$ cat src/rtl/s_z_reader.sv
// rtl/s_z_reader.sv - result-memory readout sweep with 2-entry skid FIFO and valid/ready stream.
// Optional S_Z_READER_LAST_EN adds last_o flagging the final word of each burst.

module s_z_reader_fifo #(
    parameter int WIDTH = 16
) (
    input  logic             clk,
    input  logic             rst,
    input  logic             push,
    input  logic [WIDTH-1:0] push_data,
    input  logic             pop,
    output logic [WIDTH-1:0] head,
    output logic [1:0]       count
);

    logic [WIDTH-1:0] entry [2];
    logic             wr_ptr;
    logic             rd_ptr;

    always_ff @(posedge clk or posedge rst) begin
        if (rst) begin
            entry[0] <= '0;
            entry[1] <= '0;
            wr_ptr   <= 1'b0;
            rd_ptr   <= 1'b0;
            count    <= 2'd0;
        end else begin
            if (push) begin
                entry[wr_ptr] <= push_data;
                wr_ptr        <= ~wr_ptr;
            end
            if (pop) begin
                rd_ptr <= ~rd_ptr;
            end
            case ({push, pop})
                2'b10:   count <= count + 2'd1;
                2'b01:   count <= count - 2'd1;
                default: count <= count;
            endcase
        end
    end

    assign head = entry[rd_ptr];

endmodule

module s_z_reader #(
    parameter int DATA_WIDTH = 16,
    parameter int ADDR_WIDTH = 6
) (
    input  logic                  clk,
    input  logic                  rst,
    input  logic                  start_i,
    input  logic [ADDR_WIDTH:0]   length_i,
    output logic [ADDR_WIDTH-1:0] read_addr_o,
    input  logic [DATA_WIDTH-1:0] read_data_i,
    output logic [DATA_WIDTH-1:0] data_o,
    output logic                  valid_o,
    input  logic                  ready_i,
    output logic                  busy_o,
    output logic                  done_o
`ifdef S_Z_READER_LAST_EN
    ,
    output logic                  last_o
`endif
);

    typedef enum logic [1:0] {
        IDLE  = 2'd0,
        READ  = 2'd1,
        DRAIN = 2'd2,
        DONE  = 2'd3
    } state_t;

    localparam logic [ADDR_WIDTH:0] CNT_ONE = (ADDR_WIDTH + 1)'(1);

    state_t                state;
    state_t                state_next;
    logic [ADDR_WIDTH:0]   length_q;
    logic [ADDR_WIDTH:0]   issue_cnt;
    logic [ADDR_WIDTH:0]   pop_cnt;
    logic [ADDR_WIDTH-1:0] addr_q;
    logic                  inflight;
    logic                  issue;
    logic                  pop;
    logic                  issue_last;
    logic                  pop_last;
    logic [1:0]            fifo_count;
    logic [2:0]            occupancy;

    // Credit rule: words held plus words in flight, net of this cycle's pop, must stay below 2.
    assign pop        = valid_o & ready_i;
    assign occupancy  = {1'b0, fifo_count} + {2'b00, inflight} - {2'b00, pop};
    assign issue_last = (issue_cnt + CNT_ONE) == length_q;
    assign pop_last   = (pop_cnt + CNT_ONE) == length_q;

    always_ff @(posedge clk or posedge rst) begin
        if (rst) begin
            state <= IDLE;
        end else begin
            state <= state_next;
        end
    end

    always_comb begin
        state_next = state;
        case (state)
            IDLE: begin
                if (start_i) begin
                    state_next = (length_i == '0) ? DONE : READ;
                end
            end
            READ: begin
                if (issue && issue_last) begin
                    state_next = DRAIN;
                end
            end
            DRAIN: begin
                if (pop && pop_last) begin
                    state_next = DONE;
                end
            end
            default: state_next = IDLE;
        endcase
    end

    always_comb begin
        issue  = 1'b0;
        busy_o = 1'b0;
        done_o = 1'b0;
        case (state)
            READ: begin
                busy_o = 1'b1;
                issue  = occupancy < 3'd2;
            end
            DRAIN:   busy_o = 1'b1;
            DONE:    done_o = 1'b1;
            default: ;
        endcase
    end

    always_ff @(posedge clk or posedge rst) begin
        if (rst) begin
            length_q  <= '0;
            issue_cnt <= '0;
            pop_cnt   <= '0;
            addr_q    <= '0;
            inflight  <= 1'b0;
        end else begin
            inflight <= issue;
            if (state == IDLE && start_i) begin
                length_q  <= length_i;
                issue_cnt <= '0;
                pop_cnt   <= '0;
            end else begin
                if (issue) begin
                    issue_cnt <= issue_cnt + CNT_ONE;
                    addr_q    <= issue_cnt[ADDR_WIDTH-1:0];
                end
                if (pop) begin
                    pop_cnt <= pop_cnt + CNT_ONE;
                end
            end
        end
    end

    // Address is only meaningful on issue; between issues it parks on the last issued word.
    assign read_addr_o = issue ? issue_cnt[ADDR_WIDTH-1:0] : addr_q;

    s_z_reader_fifo #(
        .WIDTH (DATA_WIDTH)
    ) u_fifo (
        .clk       (clk),
        .rst       (rst),
        .push      (inflight),
        .push_data (read_data_i),
        .pop       (pop),
        .head      (data_o),
        .count     (fifo_count)
    );

    assign valid_o = fifo_count != 2'd0;

`ifdef S_Z_READER_LAST_EN
    assign last_o = valid_o && (pop_cnt == (length_q - CNT_ONE));
`endif

endmodule

$ cat config.mk
export PLATFORM = sky130hd
export DESIGN_NAME = s_z_reader
export DESIGN_NICKNAME = d
export VERILOG_FILES = /design/src/rtl/s_z_reader.sv
export SDC_FILE = /design/constraint.sdc
export NUM_CORES = 1
export LEC_CHECK = 0
export CAP_MARGIN = 10
export CORE_ASPECT_RATIO = 0.6
export CORE_MARGIN = 2
export CORE_UTILIZATION = 55
export DETAILED_ROUTE_END_ITERATION = 8
export PLACE_DENSITY_LB_ADDON = 0.05
export SKIP_CTS_REPAIR_TIMING = 1
export SLEW_MARGIN = 20
export SYNTH_ARGS = -nofsm -noshare
export SYNTH_HDL_FRONTEND = slang
export SYNTH_SLANG_ARGS = --single-unit
$ cat constraint.sdc
create_clock -name clk -period 6.45 [get_ports clk]
set_clock_uncertainty 0.15 [all_clocks]
set_input_delay 1.29 -clock clk [delete_from_list [all_inputs] [get_ports clk]]
set_output_delay 1.29 -clock clk [all_outputs]
set_load 0.02 [all_outputs]
==> results of run 1 <==
[Yosys cell counts, drive strengths merged (2+ instances only)]
cell    number
xor2        14
nand4        3
clkbuf      12
ha           8
xnor2       17
dfrtp       66
nand2       30
mux2        63
nand3        7
nor2        19
inv          8
a21oi        8
nor3         2
o211ai       2
buf          3
and2b        2
o21ai        5
o22ai        2
nor4         3
nand2b       6
[worst paths after layout]
| path | from | end | slack, ns | depth (start not counted) |
|---|---|---|---|---|
| min in group asynchronous | rst | issue_cnt[0]$_DFFE_PP0P_ | 1.35 | 3 |
| max reg2reg | u_fifo.count[1]$_DFFE_PP0P_ | state[1]$_DFFE_PP0P_ | 2.78 | 14 |
| max | ready_i | read_addr_o[2] | 0.73 | 12 |
| min reg2reg | u_fifo.wr_ptr$_DFFE_PP0P_ | u_fifo.wr_ptr$_DFFE_PP0P_ | 0.33 | 1 |
| min | u_fifo.wr_ptr$_DFFE_PP0P_ | u_fifo.wr_ptr$_DFFE_PP0P_ | 0.33 | 1 |
| max in group asynchronous | rst | length_q[3]$_DFFE_PP0P_ | 4.26 | 3 |
[routing by layer]
layer | up-vias | part of all wire [%] | track usage, %
met2 | 42 | 42 | 30.8
met5 | - | 0 | 0
met3 | 7 | 4.2 | 6.15
met4 | 0 | 1.0 | 6.58
li1 | 1129 | - | -
met1 | 1144 | 53 | 32.0
[kinds of logic after synthesis]
kind of cell	after synthesis
compound gates	25
buf+inv	23
mux	64
simple gates	82
xor+xnor	31
fa+ha+maj	9
flops	66
[layout by cell type, fill, tap and decap left out, types with 3 or more instances in the layout]
master           count
dfrtp_1             66
mux2_2              62
clkdlybuf4s50_1     51
nand2_1             30
nor2_1              19
xnor2_1             17
xor2_1              14
clkbuf_8            10
a21oi_1              8
ha_1                 8
nand3_1              7
inv_1                7
nand2b_1             6
nand4_1              3
nor4_1               3
clkinv_2             3
buf_4                3
[power breakdown]
part	switching, mW	internal [mW]
clock	0.155	0.148
sequential	0.159	0.585
combinational	0.441	0.557
[state kept, by name, indices dropped and copies added (netlist names)]
register / flops
length_q: 7
state: 2
inflight: 1
pop_cnt: 7
issue_cnt: 7
u_fifo.count: 2
addr_q: 6
u_fifo.wr_ptr: 1
u_fifo.rd_ptr: 1
u_fifo.entry: 32
[worst reg2reg max path: cells and delay by family (launching register included)]
family | cells | cell delay [ns]
simple gates | 6 | 1.19
fa+ha+maj | 2 | 0.69
flops | 1 | 0.44
buf+inv | 2 | 0.36
compound gates | 2 | 0.30
mux | 1 | 0.30
xor+xnor | 1 | 0.14
[layout make-up]
class / count / area (um2) / area share, %
clock buffer: 11 / 141 / 3.39
sequential: 66 / 1650 / 39.6
multi-input combinational: 211 / 1680 / 40.3
inverter: 8 / 30.0 / 0.720
tap: 84 / 105 / 2.52
clock inverter: 5 / 30.0 / 0.720
timing repair buffer: 54 / 533 / 12.8
==> summary by stage, run 1 <==
Worst setup path
Counting both buffers and inverters, the worst setup path holds a total of 4. The kind of cell adding the most delay to the critical path is buffers and inverters. The critical path is of the input port to output pin type. The most numerous cell type found on the critical path is nand2_1. For the worst setup path, the data required time is 5.01 ns.

The maximum fanout along the worst path is 13. The longest individual stage delay on the worst path is 0.59 ns. The critical path goes through clkdlybuf4s50_1, nand2_1, inv_1, ha_1, nand2b_1, fa_1, xnor2_1, nand3_1, inv_1, nand2_1, nand2_1, clkdlybuf4s50_1. The critical-path cell with the highest stage delay is clkdlybuf4s50_1. The type of destination of the critical path is an output pin. Data arrives at the worst endpoint at 4.28 ns.

The type of element launching the critical path is an input port.

Placed design
The total cell area at the placement stage is ~4000 um2. The final HPWL from detailed placement is between 4 and 5 mm. Buffers placed on the I/O ports in this run total 51. The post-placement worst setup slack is about 0.71 ns.

The last weighted congestion value of the routability-driven placer is 0.826. In this run, placement finished with an instance count of 423.

Yosys
In this run the cell area of the synthesized design comes to 3460 um2. The synthesized netlist devotes approximately 11% of its cell area to simple gates. The adder and majority gate portion of the synthesized area is 3.47%.

The number of enable-type register cells in the synthesized netlist is 0. The number of instances in the synthesized netlist is 300. Of the post-synthesis cell area, the dominant cell type holds about 48%. The xor and xnor fraction of the mapped netlist area is 7.85%. The post-synthesis sequential area ratio is 47.7%.

By area the synthesized netlist is led by dfrtp_1 (48%), mux2_2 (20%), xnor2_1 (4.3%), xor2_1 (3.5%), nand2_1 (3.3%). The mean area per synthesized cell is 11.5 um2. The post-synthesis cell type with the largest combined area is dfrtp_1. After synthesis, the largest family of logic cells by area is multiplexers.

Counting flops and latches in the post-synthesis netlist gives 66. For this run, the number of Yosys warnings is 0. The compound-cell area share of the yosys netlist is 4.92%.

The primary flip-flop cell chosen by synthesis mapping is dfrtp_1. When the netlist entered floorplanning its net count stood at approximately 340. The async set or reset register ratio after synthesis is 100%. The post-synthesis mux area share is about a fifth.

The number of distinct standard cells referenced by the synthesized netlist is 47.

Drt
For this run, the detailed router's first-pass iteration total came to 4. The number of DRC markers after the initial detailed-route iteration is 81. Once detail routing completed, the nets flagged for antenna violations numbered 0.

In the routed design, unresolved DRC markers number 0. The overall routed net length is ~6.7 mm. In the final routed layout, each cell accounts on average for 15.2 um. The routed layout has 2322 vias.

After detailed routing, the number of vias per cell comes to roughly 5.3.

Power
The worst voltage drop across the vdd grid is 0.000258 V. The power per standard cell area is 490 nW/um2. The analysis attributes to cell leakage a power of 1.79 nW. The total power of the final layout is about 2.0 mW.

Global route
The via count of the first global-routing pass is around 2300. The global-route wire length before repair is ~11 mm. The sum of overflow across all layers after global routing is 0. The maximum number of pins on one net before global-route repair is 67. The number of antenna violations at the first check in global routing is 0. The global router's overall resource usage is a little over a fifth.

STA
The setup total negative slack is 0 ns. The actual transition at the worst max-transition pin is 0.829 ns. The max-slew violation count is 0.

The minimum setup slack in the final design is about 0.73 ns. The worst hold slack is between 0.3 and 0.4 ns. Timing would allow up to 175 MHz. Of the available clock period, the critical path in the final layout requires 88.6%. After layout, the minimum clock period comes to about 5.7 ns.

The number of failing hold endpoints at the final stage is 0. The worst relative slew slack is 44.7%. Setup repair after global routing left no endpoint under its margin. Setup violations remaining at the end of the flow were counted as 0.

Clock network
The clock-pin slew of the registers on the worst-case setup and hold paths is 0.07 ns. TritonCTS built the clock tree. The number of buffers on the longest clock path is 2.

The number of sinks handled by clock tree synthesis is 66. CTS placed an instance of clkbuf_8 at the clock tree root. TritonCTS created 9 clock buffers.

In this run the number of H-tree levels came out at 3. For the worst-skew pair, the clock arrives at the later sink with an insertion delay of 0.34 ns.

Finish
The count of placed standard cells in the final layout, fillers left out is between 400 and 500. From synthesis to final layout, the design area changed by 20.6%. The number of fill cells in the layout is 505. Of the cells placed in the final design, the portion with a size suffix greater than 1 is 24.8%.

Measured on the finished design, the core utilization comes to 68.6%. After the last flow step, the layout net total stands at 386. The antenna diode count is 0.

The final instance area is between 4000 and 5000 um2.

Floorplanning
The die covers ~7000 um2. The die extent in y is approximately 65 um. The initial standard-cell utilization of the core is 56.9%. The x dimension of the die is 106 um. The number of top-level pins is 52. The floorplan row count is 22. The placeable core area is just over 6000 um2.

Status
The flow ran to the end, and the final reports show no timing, DRC or antenna violations.

Min path
The worst hold path belongs to the class flop to flop.

Run
The max capacitance violation total is 0.
No activity file was read; power rests on OpenSTA's default activity.
==> run 2, diff against run 1 <==
--- a/config.mk
+++ b/config.mk
@@ -9,10 +9,11 @@
 export CORE_ASPECT_RATIO = 0.6
 export CORE_MARGIN = 2
 export CORE_UTILIZATION = 55
+export CTS_CLUSTER_DIAMETER = 150
 export DETAILED_ROUTE_END_ITERATION = 8
-export PLACE_DENSITY_LB_ADDON = 0.05
+export PLACE_DENSITY = 0.81
 export SKIP_CTS_REPAIR_TIMING = 1
-export SLEW_MARGIN = 20
+export SLEW_MARGIN = 10
 export SYNTH_ARGS = -nofsm -noshare
 export SYNTH_HDL_FRONTEND = slang
 export SYNTH_SLANG_ARGS = --single-unit
==> run 2 against run 1 <==
Net effect: critical path depth grew 1; register-to-register slack lost 0.23 ns; wire length rose by 5.6%; power up 7.1%; final cell count unchanged; clock power is 44% higher; critical endpoint is now read_addr_o[0]; highest routed layer unchanged.
==> summary by stage, run 2 (synthesis gave the netlist of run 1 again) <==
Finish
Measured on the finished design, the core utilization comes to between 60% and 70%. Ranked by flip-flop count, first place goes to u_fifo.entry. Summing all multi-input logic gate instances after layout gives between 1500 and 2000 um2.

The top cell types in the final layout, fill and taps aside, are dfrtp_1 (66), mux2_2 (62), clkdlybuf4s50_1 (51). Relative to the synthesized area, the layout overhead comes to 22.9%. The register with the most flip-flops in the layout has 32 of them. The number of fill cells in the layout is 447. The count of placed standard cells in the final layout, fillers left out is 439. After the last flow step, the layout net total stands at 386. Summing all non-filler instances in the final layout gives an area of 4250 um2. The library cell used most frequently in the layout, excluding fill and tap cells, is dfrtp_1. In the final layout, flip-flops and latches occupy 1650 um2. The antenna diode count is 0.

The ratio of cells with drive above 1 in the final layout is between 20% and 30%.

Placed design
Detailed placement finished with a half-perimeter wire length of between 4 and 5 mm. The total cell area at the placement stage is approximately 4000 um2. Prior to clock tree synthesis, the placed netlist has a worst setup slack of about 0.56 ns. The last weighted congestion value of the routability-driven placer is 0.866.

The cell count after placement is 423. During placement, the flow inserted port buffers numbering 51.

Floorplanning
The die extent in y is 65.4 um. The initial standard-cell utilization of the core is a little under three fifths. The placeable core area is between 6000 and 7000 um2. In this run the core area contains 22 standard-cell rows. The number of top-level pins is 52. The overall die area is 6960 um2. Measured along the x axis, the die boundary spans 106 um.

Global route
The layer with the highest usage after global routing is met2. The maximum number of pins on one net before global-route repair is 67. For met3 alone, demand over resource in global routing was roughly 7.4%. For this run, global-route usage on met1 was measured as 30.6%. The via count of the first global-routing pass is 2287. The number of antenna violations at the first check in global routing is 0. The first global-routing pass estimated 11.3 mm of wire. Global routing finished with a remaining overflow of 0. The global router's overall resource usage is between 20% and 30%. For this run, global-route usage on met2 was measured as a little under a third.

Worst setup path
The worst setup path is launched from an input port. The critical path required time is about 5.0 ns. For the worst setup path, the data arrival time is 4.45 ns. The cell that appears most often on the critical path is nand2_1. The largest single stage delay on the critical path is slightly below 0.6 ns. By startpoint and endpoint, the worst setup path is classified as input port to output pin. The slowest stage of the critical path belongs to the cell clkdlybuf4s50_1. Along the worst path, the maximum fanout reaches 13. The type of destination of the critical path is an output pin. Traced cell by cell, the critical path runs through clkdlybuf4s50_1, nand2_1, inv_1, ha_1, nand2b_1, fa_1, xnor2_1, nand3_1, buf_4, inv_1, nand2_1, nand2_1, clkdlybuf4s50_1.

STA
Counting I/O delays and the setup requirement, the final critical path takes 5.89 ns. The part of the cycle the worst path needs is roughly 91%. The minimum setup slack in the final design is 0.560 ns. The number of failing hold endpoints at the final stage is 0. The final count of negative-setup-slack endpoints is 0. Final hold analysis gives a worst-case slack of 0.340 ns. At the pin with the least slew margin, the transition time is 0.838 ns. Headroom to the max-slew limit came out at 44.1%. The highest clock frequency the design can meet is 170 MHz.

Setup repair after global routing left no endpoint under its margin. The max-slew violation count is 0. The setup total negative slack is 0 ns.

Drt
In the routed design, unresolved DRC markers number 0. The first detailed-routing pass took 6 iterations. The final layout contains routed wiring with a total length of around 7.0 mm. In the final routed layout, each cell accounts on average for 16.0 um. The routed layout has ~2400 vias. The detail route stage leaves a number of antenna-violating nets equal to 0. The number of DRC markers after the initial detailed-route iteration is roughly 110.

After detailed routing, the number of vias per cell comes to 5.38.

Clock network
In this run the number of H-tree levels came out at 3. TritonCTS built the clock tree. The tree is rooted in a clkbuf_8. The number of sinks handled by clock tree synthesis is 66. The clock-pin slew of the registers on the worst-case setup and hold paths is 0.07 ns. The clock latency on the worst-skew pair is 0.35 ns. The CTS buffer count is 9.

Counting along the longest clock path gives a buffer depth of 2.

Power
For this design the ratio of total power to cell area is around 520 nW/um2. Power comes to 2.19 mW. Summed over all cells, the static leakage comes to approximately 1.8 nW.

The worst voltage drop across the vdd grid is 0.000296 V.

Status
The run finished with clean final reports.

Min path
The type of the most critical hold path is flop to flop.

Run
The max capacitance violation total is 0.
-- run 2: cell types whose count changed in the layout (fill, tap and decap cells not counted) --
cell,delta
bufinv_16,+3
clkinv_2,-2
clkinvlp_4,-2
clkbuf_1,-1
clkinv_4,+1
inv_6,+1
-- run 2: critical path: cells and delay by family --
family                     cells  cell delay [ns]
xor gates and xnor gates       1             0.14
adders and majority gates      2             0.70
buffers and inverters          5             1.65
and+or+nand+nor                5             0.65
-- run 2: path summary, 6_finish.rpt --
kind / to / slack, ns / startpoint / cells past startpoint
min in group asynchronous: u_fifo.entry[28]$_DFFE_PP0P_ / 1.35 / rst / 3
max in group asynchronous: state[0]$_DFFE_PP0P_ / 4.26 / rst / 3
worst min register to register: u_fifo.wr_ptr$_DFFE_PP0P_ / 0.34 / u_fifo.wr_ptr$_DFFE_PP0P_ / 1
worst min-delay path: u_fifo.wr_ptr$_DFFE_PP0P_ / 0.34 / u_fifo.wr_ptr$_DFFE_PP0P_ / 1
worst max-delay path: read_addr_o[0] / 0.56 / ready_i / 13
worst max register to register: state[1]$_DFFE_PP0P_ / 2.55 / u_fifo.count[1]$_DFFE_PP0P_ / 14
-- run 2: where the power goes --
part	internal (mW)	switching, mW	leakage (nW)
sequential	0.585	0.163	0.812
clock	0.269	0.166	0.127
combinational	0.558	0.451	0.896
total	1.41	0.780	1.84
-- run 2: cell type report --
class / instances / area share (%)
timing repair buffer: 54 / 12.5
clock inverter: 6 / 2.65
tap: 84 / 2.47
sequential: 66 / 38.9
clock buffer: 10 / 3.24
multi-input combinational: 211 / 39.5
inverter: 8 / 0.707
-- run 2: routing by layer --
metal / up-vias / routed length (um)
met4: 0 / 52
met5: - / 0
met2: 62 / 3100
met3: 5 / 512
li1: 1138 / -
met1: 1157 / 3380
